File: src/rtl/io_input_port.sv
// io_input_port: CPU-read side of the 0x100 I/O window. Synchronizes and
// debounces KEY/SW, latches key-press flags (W1C), masks them onto irq.
// Ports:
//   clk, reset             - clock, async active-high reset
//   addr, memwrite,        - CPU data bus; block selected by addr[8]
//   writedata
//   KEY[3:0], SW[9:0]      - raw asynchronous board inputs (KEY active-low)
//   readdata[31:0]         - combinational register read data
//   irq                    - level request, |(edge & mask)
module io_input_port #(
  parameter int unsigned DEBOUNCE_CYCLES = 16
) (
  input  logic        clk,
  input  logic        reset,
  input  logic [31:0] addr,
  input  logic        memwrite,
  input  logic [31:0] writedata,
  input  logic [3:0]  KEY,
  input  logic [9:0]  SW,
  output logic [31:0] readdata,
  output logic        irq
);

  localparam int unsigned CW = $clog2(DEBOUNCE_CYCLES + 1);
  localparam logic [CW-1:0] CNT_MAX = CW'(DEBOUNCE_CYCLES);
  // KEY idles high (released), SW idles low
  localparam logic [13:0] IN_RST = 14'h000F;

  logic [13:0]   raw;
  logic [13:0]   s1_q;
  logic [13:0]   s2_q;
  logic [13:0]   db_q;
  logic [13:0]   db_d;
  logic [CW-1:0] cnt_q [14];
  logic [CW-1:0] cnt_d [14];
  logic [3:0]    kprev_q;
  logic [3:0]    edge_q;
  logic [3:0]    edge_d;
  logic [3:0]    mask_q;
  logic [3:0]    mask_d;
  logic [3:0]    clr;
  logic [3:0]    fall;
  logic          wr;
  logic          wr_edge;
  logic          wr_mask;
  logic          unused_bits;

  assign raw = {SW, KEY};

  always_ff @(posedge clk or posedge reset) begin
    if (reset) begin
      s1_q <= IN_RST;
      s2_q <= IN_RST;
    end else begin
      s1_q <= raw;
      s2_q <= s1_q;
    end
  end

  // Counter runs while the synced level differs from the accepted one;
  // the level is accepted on the edge after the count reaches the limit,
  // so the counter never exceeds DEBOUNCE_CYCLES. Any agreement clears it.
  always_comb begin
    db_d = db_q;
    for (int i = 0; i < 14; i++) begin
      cnt_d[i] = '0;
      if (s2_q[i] != db_q[i]) begin
        if (cnt_q[i] == CNT_MAX) begin
          db_d[i] = s2_q[i];
        end else begin
          cnt_d[i] = cnt_q[i] + CW'(1);
        end
      end
    end
  end

  // Register decode follows read priority KEY > SW > EDGE > MASK
  assign wr      = memwrite & addr[8];
  assign wr_edge = wr & addr[6] & ~addr[5] & ~addr[4];
  assign wr_mask = wr & addr[7] & ~addr[6] & ~addr[5] & ~addr[4];

  assign fall    = kprev_q & ~db_q[3:0];
  assign clr     = wr_edge ? writedata[3:0] : 4'h0;
  // a press landing with its own clear keeps the flag
  assign edge_d  = (edge_q & ~clr) | fall;
  assign mask_d  = wr_mask ? writedata[3:0] : mask_q;

  always_ff @(posedge clk or posedge reset) begin
    if (reset) begin
      db_q    <= IN_RST;
      kprev_q <= 4'hF;
      edge_q  <= '0;
      mask_q  <= '0;
      for (int i = 0; i < 14; i++) begin
        cnt_q[i] <= '0;
      end
    end else begin
      db_q    <= db_d;
      kprev_q <= db_q[3:0];
      edge_q  <= edge_d;
      mask_q  <= mask_d;
      for (int i = 0; i < 14; i++) begin
        cnt_q[i] <= cnt_d[i];
      end
    end
  end

  assign irq = |(edge_q & mask_q);

  always_comb begin
    readdata = '0;
    if (addr[8]) begin
      if (addr[4]) begin
        readdata = {28'b0, db_q[3:0]};
      end else if (addr[5]) begin
        readdata = {22'b0, db_q[13:4]};
      end else if (addr[6]) begin
        readdata = {28'b0, edge_q};
      end else if (addr[7]) begin
        readdata = {28'b0, mask_q};
      end
    end
  end

  assign unused_bits = ^{addr[31:9], addr[3:0], writedata[31:4]};

endmodule

File: config.mk
export PLATFORM = sky130hd
export DESIGN_NAME = io_input_port
export DESIGN_NICKNAME = d
export VERILOG_FILES = /design/src/rtl/io_input_port.sv
export SDC_FILE = /design/constraint.sdc
export NUM_CORES = 1
export LEC_CHECK = 0
export CAP_MARGIN = 20
export CORE_ASPECT_RATIO = 0.5
export CORE_MARGIN = 2
export CORE_UTILIZATION = 25
export DETAILED_ROUTE_END_ITERATION = 7
export GPL_ROUTABILITY_DRIVEN = 1
export PLACE_DENSITY = 0.42
export SETUP_SLACK_MARGIN = 0.05
export SYNTH_ARGS = -nofsm -noshare
export SYNTH_HDL_FRONTEND = slang
export SYNTH_SLANG_ARGS = --single-unit
File: constraint.sdc
create_clock -name clk -period 9.9 [get_ports clk]
set_input_delay 1.98 -clock clk [delete_from_list [all_inputs] [get_ports clk]]
set_output_delay 1.98 -clock clk [all_outputs]
set_load 0.005 [all_outputs]
=== After elaboration in Yosys (flattened, before gate mapping) ===
Index checks and enable logic that the tools add are counted.
W data, S select, Z words.

* Add/subtract/negate cells: 14
* Equality and inequality tests: 28
* Muxes and demuxes: 34
* Bitwise gates (word level): 17
* Reduce and logical (&&, ||, !) cells: 15

{| class="wikitable"
|+ Operators by type and width
! cell !! number
|-
| $mux W5 || 28
|-
| $add A5 B1 Y5 const B || 14
|-
| $eq A5 B5 Y1 const B || 14
|-
| $mux W10 || 3
|-
| $reduce_and A2 Y1 || 14
|-
| $ne A1 B1 Y1 || 14
|-
| $and A4 B4 Y4 || 3
|-
| $mux W4 || 3
|-
| $and A1 B1 Y1 || 8
|-
| $not A4 Y4 || 2
|-
| $or A4 B4 Y4 || 1
|-
| $reduce_or A4 Y1 || 1
|-
| $not A1 Y1 || 3
|}

* Bits in registers: 124
* Bits of input ports: 81
* Output and inout bits: 33
* Logic and storage cells: 141

=== Longest topological paths before layout ===
Gate-level depths: netlist of the first run.

* Depth after elaboration: 8
* Gate-level depth with buffers: 5
* Mapped depth without buffers: 5

=== Least setup slack after synthesis of the first run ===
No wires, ideal clock.

* Path type: input -> output
* Start point: in addr[6]
* End point: out readdata[0]
* Data arrival time: 2725 ps
* Data required time: 7920 ps
* Path slack: 5195 ps
* Stages on the path: 4
* Buffers on the path: 1
* Cell sequence: buf_2 -> and2b_2 -> a22oi_1 -> a211oi_1

* Cells in the longest elaborated chain, start to end: 4

{| class="wikitable"
|+ RTL lines
! what !! line !! text
|-
| start, declared || 15 || <nowiki>input logic [31:0] addr,</nowiki>
|-
| $mux W4 || 117 || <nowiki>end else if (addr[6]) begin</nowiki>
|-
| $mux W10 || 115 || <nowiki>end else if (addr[5]) begin</nowiki>
|-
| $mux W10 || 113 || <nowiki>if (addr[4]) begin</nowiki>
|-
| $mux W10 || 112 || <nowiki>if (addr[8]) begin</nowiki>
|-
| end, declared || 20 || <nowiki>output logic [31:0] readdata,</nowiki>
|}

No other way between the ends.

=== Final worst setup path of the first run ===
* Start point: in addr[6]
* End point: out readdata[2]

The elaborated chain is that of the path after synthesis.

==> reports/results.txt, run 1 <==
The leading cell type in the layout, fill and taps excluded is sky130_fd_sc_hd__dfrtp_1. The mapped netlist covers 0.00543 sq mm. The clock root buffer master was sky130_fd_sc_hd__clkbuf_16. The count of buffers inserted at the top-level ports works out to 36. The share of final-layout standard cells stronger than drive strength 1 was 0.131.

Setup slack on the worst reg-to-reg path comes out at 8410 ps. The data arrival time of the worst path was 3940 ps; the die height was 108 um. In this run the count of I/O pins placed on the die edge is 114. The final-report max-slew violation count is 0. The final-layout setup total negative slack was 0 ps; the highest net fanout along the worst path was 10.

Counting flops with a built-in enable in the synthesized netlist gives 0. The tools report the capture instance of the worst register-to-register path as cnt_q[33]. The die covers 0.0230 sq mm. Once layout is complete, the cells apart from fillers number 825. The number of nets with antenna violations after detailed routing is 0, and the ratio of total power to cell area is 186 mW/mm^2. TritonCTS built the clock tree. The sequential area share after synthesis came out at 0.576.

The class of the most critical hold timing path is flip-flop to flip-flop. The sum of routed wire length over all layers was 9190 um. Maximum vdd ir drop: 0.124 mV.

The dominant cell type by area after synthesis was sky130_fd_sc_hd__dfrtp_1. In the layout the commonest cells are 108 x sky130_fd_sc_hd__dfrtp_1, 56 x sky130_fd_sc_hd__nor2_1, 40 x sky130_fd_sc_hd__xor2_1, 36 x sky130_fd_sc_hd__clkdlybuf4s50_1, 35 x sky130_fd_sc_hd__inv_1. The tools report the destination of the critical timing path as readdata[2].

The run gives 0 as the remaining global-route overflow. The tools report the final setup violation count as 0. The tools report the element type at the critical path end as a primary output. Averaged over all synthesized cells, the footprint is 11.8 sq um.

The clock passes through at most 2 buffers. The netlist uses 29 different library cells. Die width: 212 um. At the end of routability-driven placement, the weighted congestion stood at 0.722.

The DRC violation count after routing came out at 0. Synthesis handed over a netlist of 458 instances. Timing analysis after detailed placement gives a worst setup slack of 3970 ps.

Sort of element at the start of the critical path: an input port. The effective utilization at floorplan is 0.252, and the number of setup buffers added after CTS is 0. At the pin with the least slew margin, the transition time is 865 ps. For this block, the initial DRC count from the detailed router was 128. The number of gates given a new drive strength after cts is 0. The logs give 10.1 ps for the maximum clock skew at final layout and 0 for the number of antenna repair diodes. The share of synthesized registers carrying an async set or reset was 1.00. The critical path starts at addr[6]. After synthesis, the cell types taking the most area are sky130_fd_sc_hd__dfrtp_1 50%, sky130_fd_sc_hd__dfstp_2 7.7%, sky130_fd_sc_hd__ha_1 6.5%.

The count of max-cap constraint violations is 0. The tools report the total of fill cells in the finished design as 2193. At the worst endpoint, the required time is 7920 ps. The tools report the number of hold-repair buffers added at the cts stage as 0.

The tools report the launch instance of the worst register-to-register path as cnt_q[30]. Based on the critical path, the design can be clocked at up to 169 MHz. Measured in cells, the most critical reg-to-reg path has a length of 5. The startpoint-to-endpoint class of the critical path was input port to primary output.

Among all flip-flop cells after synthesis, the most frequent one is sky130_fd_sc_hd__dfrtp_1. The final hold violation count is 0, and the iteration count of the initial detailed-routing pass is 4. The post-route clock period utilization came out at 0.598. For the initial antenna violation count, the log shows 1. The clock input transition at the sequential cells of the worst setup and hold paths is 60 ps, and the minimum period implied by the final worst setup slack is 5920 ps. The normalized max-slew margin was 0.423; the global routing usage summed across all routing layers was 0.0905. Summed over all cells, the static leakage comes to 3.04 nW.

The H-tree level count is 4, and the estimated wirelength of the detail-placed design is 6110 um. Routed via count: 3150. Setup repair after global routing left no endpoint under its margin. The synthesis-stage register bit count was 124. In this run the core area contains 38 standard-cell rows.

The region available for standard cell placement spans 0.0215 sq mm. The area growth from synthesis to final layout is 22.6%, and the worst setup slack after layout is 3980 ps. The detail-routed via count per cell is 3.82, and the utilization after layout is 0.309. CTS saw 124 sinks. In the final design database the tool counted 621 nets.

The clock latency reported for the late side of the worst-skew pair was 410 ps; the first-pass GRT wire length was 16200 um. The run finished with clean final reports. Counting the buffers created by CTS gives 17. The tools report the via count of the first global-routing pass as 3409. Entering global routing, the biggest net connects 69 pins. Top-area cell type share of the netlist area: 0.498. After detailed placement, the design holds a cell count of 793. Dividing the detail-routed wire length by the instance count gives 11.1 um. The Yosys step of the flow raised 0 warnings.
power breakdown:
| part | switching, mW | leakage, nW | internal [mW] |
|---|---|---|---|
| registers | 0.0222 | 1.58 | 0.535 |
| clock network | 0.223 | 0.279 | 0.375 |
| logic | 0.0416 | 1.18 | 0.0415 |
| total | 0.286 | 3.04 | 0.952 |
area by class of cell:
cell class | count | area, sq um | area share
clock buffer | 20 | 447 | 0.0672
clock inverter | 12 | 123 | 0.0184
inverter | 36 | 138 | 0.0207
multi-input combinational | 296 | 2080 | 0.312
sequential | 124 | 3120 | 0.470
tap | 300 | 375 | 0.0565
timing repair buffer | 37 | 368 | 0.0553
worst max-delay path, stage by stage:
cell,delay [ps]
sky130_fd_sc_hd__clkdlybuf4s50_1,610
sky130_fd_sc_hd__and2b_2,370
sky130_fd_sc_hd__a22oi_1,80
sky130_fd_sc_hd__a211oi_1,340
sky130_fd_sc_hd__clkdlybuf4s50_1,560
worst min-delay path by stage:
stage	start	endpoint	slack [ps]	cells after the start
2_1_floorplan	s1_q[10]	s2_q[10]	330	0
3_3_place_gp	s1_q[12]	s2_q[12]	330	0
3_5_place_dp	s1_q[5]	s2_q[5]	330	0
4_1_cts	s1_q[10]	s2_q[10]	350	0
5_1_grt	s1_q[11]	s2_q[11]	350	0
6_report	s1_q[10]	s2_q[10]	350	0
Yosys cell counts, drive strengths merged, types with 3 or more instances:
cell     number
a211oi        3
mux2         18
dfstp        16
o31ai         3
a22oi         5
nor2         56
nand4bb      12
inv          36
o21ai        11
xnor2        16
xor2         40
buf          23
ha           28
nand3        28
nand2        20
dfrtp       108
and2         21
nor3          6
cells by family after synthesis:
family          count (synthesis)  synth area share
buf+inv                        59            0.0563
compound gates                 24            0.0281
mux                            18            0.0401
fa+ha+maj                      28            0.0646
xor+xnor                       56            0.0904
simple gates                  148             0.144
other cells                     1          0.000691
flops                         124             0.576
per-stage QoR:
step | cell area [sq um] | hold slack [ps] | power, mW
after floorplan | 5500 | 331 | 0.622
after global placement | 6080 | 332 | 0.651
after detailed placement | 6080 | 335 | 0.651
after CTS | 6650 | 349 | 1.26
after global routing | 6650 | 352 | 1.31
final | 6650 | 346 | 1.24
sequential cells by signal, indices dropped and copies added (netlist names):
| name | flops |
|---|---|
| s1_q | 14 |
| edge_q | 4 |
| db_q | 14 |
| cnt_q | 70 |
| mask_q | 4 |
| kprev_q | 4 |
| s2_q | 14 |
metal layers:
metal | GRT usage | up-vias | routed length, um
li1 | - | 1566 | -
met1 | 0.110 | 1540 | 4440
met2 | 0.148 | 36 | 4350
met3 | 0.0293 | 8 | 284
met4 | 0.0405 | 0 | 114
met5 | 0 | - | 0
Power figures use the tool's default switching activity.
==> run 2: changes to the inputs <==
--- a/config.mk
+++ b/config.mk
@@ -11,7 +11,7 @@
 export CORE_UTILIZATION = 25
 export DETAILED_ROUTE_END_ITERATION = 7
 export GPL_ROUTABILITY_DRIVEN = 1
-export PLACE_DENSITY = 0.42
+export PLACE_DENSITY = 0.44
 export SETUP_SLACK_MARGIN = 0.05
 export SYNTH_ARGS = -nofsm -noshare
 export SYNTH_HDL_FRONTEND = slang
==> constraint.sdc (replaced) <==
create_clock -name clk -period 5.2 [get_ports clk]
set_input_delay 1.04 -clock clk [delete_from_list [all_inputs] [get_ports clk]]
set_output_delay 1.04 -clock clk [all_outputs]
set_load 0.005 [all_outputs]
==> run 2 against run 1 <==
- clock power grew 100%
- flip-flop and latch count is the same
- largest power group unchanged
- first-iteration DRC count grew 3.9%
- final area grew 0.92%
- via count grew 0.35%
- worst hold slack is essentially flat
- non-clock buffer count is the same
- register-to-register slack lost 4600 ps
- global-route usage shrank 0.50 points
- die area is the same
- combinational power grew 90%
- highest routed layer unchanged
- cell count is the same
==> reports/results.txt, run 2 (synthesized netlist as in run 1, its figures left out) <==
The die outline area was 0.0230 sq mm (unchanged); the iteration count of the initial detailed-routing pass was 4 (unchanged). The signal on the critical path passes through clkdlybuf4s50_1 -> and2b_2 -> a22oi_1 -> a211oi_1 -> clkdlybuf4s50_1. The tools report the core box area as 0.0215 sq mm (unchanged). The post-route non-filler standard cell count is 825 (unchanged), and the number of nets with antenna violations after detailed routing is 0 (unchanged). The maximum vdd ir drop is 0.226 mV (+83%), and the final setup violation count is 0 (unchanged). The startpoint-to-endpoint class of the critical path was input port to primary output.

Clock input transition at the sequential cells of the worst setup and hold paths: 60 ps (about the same). The routed via count was 3161 (+0.35%). The ratio of total power to cell area was 363 mW/mm^2 (+95%). The effective utilization at floorplan was 0.252 (unchanged).

Among all stages on the critical path, the largest delay is contributed by sky130_fd_sc_hd__clkdlybuf4s50_1. The tools report the global routing usage summed across all routing layers as 0.0855 (-0.00504). The share of final-layout standard cells stronger than drive strength 1 works out to 0.135 (+0.00381).

The weighted congestion at the end of routability-driven global placement is 0.722 (about the same), and the remaining global-route overflow is 0 (unchanged). More flip-flops sit in one register than any other, and that register is cnt_q. The library cell used most frequently in the layout, excluding fill and tap cells, is sky130_fd_sc_hd__dfrtp_1. The most prevalent standard cell on the critical path was sky130_fd_sc_hd__clkdlybuf4s50_1. STA classifies the critical path startpoint as an input port. For the pin count of the biggest net entering global routing, the log shows 65 (-5.8%). The H-tree level count is 4 (unchanged). The tools report the element type at the critical path end as a primary output.

For the DRC violation count after routing, the log shows 0 (unchanged). The run gives 0 (unchanged) as the number of gates given a new drive strength after cts. TritonCTS built the clock tree.

Final-layout setup total negative slack: 0 ps (unchanged). The longest individual stage delay on the worst path was 590 ps (-20 ps); the minimum period implied by the final worst setup slack was 4020 ps. The run gives 0 (unchanged) as the final hold violation count. The estimated wirelength of the detail-placed design was 5960 um (-2.4%). The initial antenna violation count came out at 0 (-1). The data arrival time of the worst path is 2980 ps (-960 ps), and the initial detailed-routing violation count is 133 (+3.9%). The detail-routed via count per cell was 3.83 (+0.35%); the number of primary I/O pins was 114 (unchanged). The die height is 108 um (unchanged), and the number of setup buffers added after CTS is 0 (unchanged). The final-report max-slew violation count was 0 (unchanged); the CTS buffer count was 17 (unchanged).

The maximum clock skew at final layout was 6.76 ps (-3.33 ps); the post-route clock period utilization was 0.774. The worst hold path belongs to the class flip-flop to flip-flop. The tools report the first-pass GRT wire length as 15300 um (-5.3%). Normalized max-slew margin: 0.491 (+0.0672).

Area growth from synthesis to final layout: 23.7%. The run gives 3.06 nW (+0.95%) as the leakage power. The run gives 793 (unchanged) as the number of instances in the placed design.

The highest net fanout along the worst path works out to 10 (unchanged). The number of nets in the layout was 621 (unchanged); the number of hold-repair buffers added at the cts stage was 0 (unchanged). The run gives 3266 (-4.2%) as the via count of the first global-routing pass.

Maximum count of clock buffers along a single path: 2 (unchanged). For the total power draw, the log shows 2.44 mW (+97%). Setup repair after global routing left no endpoint under its margin.

The average wire per standard cell was 10.7 um (-4.1%); the count of max-cap constraint violations was 0 (unchanged). Die width: 212 um (unchanged). The flip-flop count of the largest register after layout is 70 (unchanged), and the clock latency reported for the late side of the worst-skew pair is 400 ps (about the same). The maximum achievable frequency came out at 249 MHz. The clock root buffer master is sky130_fd_sc_hd__clkbuf_16. The slew at the pin closest to its max-slew limit was 764 ps (-101 ps). For the site row count, the log shows 38 (unchanged). The sum of routed wire length over all layers is 8820 um (-4.1%), and the count of buffers inserted at the top-level ports is 36 (unchanged). The run finished with clean final reports.

The run gives 346 ps (+0.441 ps) as the minimum hold slack. The count of clock tree sinks came out at 124 (unchanged). The number of antenna repair diodes came out at 0 (unchanged). Leaving out fill and tap cells, the most frequent cells in the layout are 108 x sky130_fd_sc_hd__dfrtp_1, 56 x sky130_fd_sc_hd__nor2_1, 40 x sky130_fd_sc_hd__xor2_1, 36 x sky130_fd_sc_hd__clkdlybuf4s50_1, 35 x sky130_fd_sc_hd__inv_1.

The required arrival time at the worst endpoint is 4160 ps (-3760 ps).
run 2: changes by cell type in the layout (fill, tap and decap cells not counted), sizes merged:
cell	before	now
clkinv	8	7
inv	36	38
bufinv	2	3
clkinvlp	2	1
clkbuf	20	19
run 2: metrics by stage:
stage / area [sq um] / util / setup WS [ps]
after floorplan: 5500 / - / 887
after global placement: 6090 / 0.283 / 1200
after detailed placement: 6090 / 0.283 / 1180
after CTS: 6710 / 0.312 / 1180
after global routing: 6710 / 0.312 / 1110
final: 6710 / 0.312 / 1180
run 2: area by class of cell:
class                           count  area [sq um]
Clock inverter                     13           165
Timing Repair Buffer               37           380
Clock buffer                       19           453
Multi-Input combinational cell    296          2080
Tap cell                          300           375
Fill cell                        2178         14800
Inverter                           36           138
Sequential cell                   124          3120
run 2: worst paths after layout:
| path | to | cells past startpoint | start | slack [ps] |
|---|---|---|---|---|
| worst min-delay path | s2_q[13] | 0 | s1_q[13] | 350 |
| worst min register to register | s2_q[13] | 0 | s1_q[13] | 350 |
| worst max register to register | cnt_q[34] | 5 | cnt_q[30] | 3770 |
| min in group asynchronous | s1_q[9] | 2 | reset | 1120 |
| worst max-delay path | readdata[2] | 5 | addr[6] | 1180 |
| max in group asynchronous | cnt_q[41] | 3 | reset | 3270 |
run 2: power by group:
group          total [mW]  switching, mW  internal [mW]
Clock                1.22          0.437          0.783
Sequential           1.06         0.0411           1.02
Combinational       0.158         0.0784         0.0795
run 2: layer usage:
metal	track usage	share of wire	vias to the layer above
met5	0	0	-
met4	0.0375	0.013	0
met3	0.0273	0.034	10
met2	0.140	0.48	35
met1	0.104	0.47	1560
li1	-	-	1556
run 2: worst max-delay path: cells and delay by family:
kind,cells,cell delay [ps]
AOI/OAI and AO/OA,2,420
buffers and inverters,2,1150
and+or+nand+nor,1,360
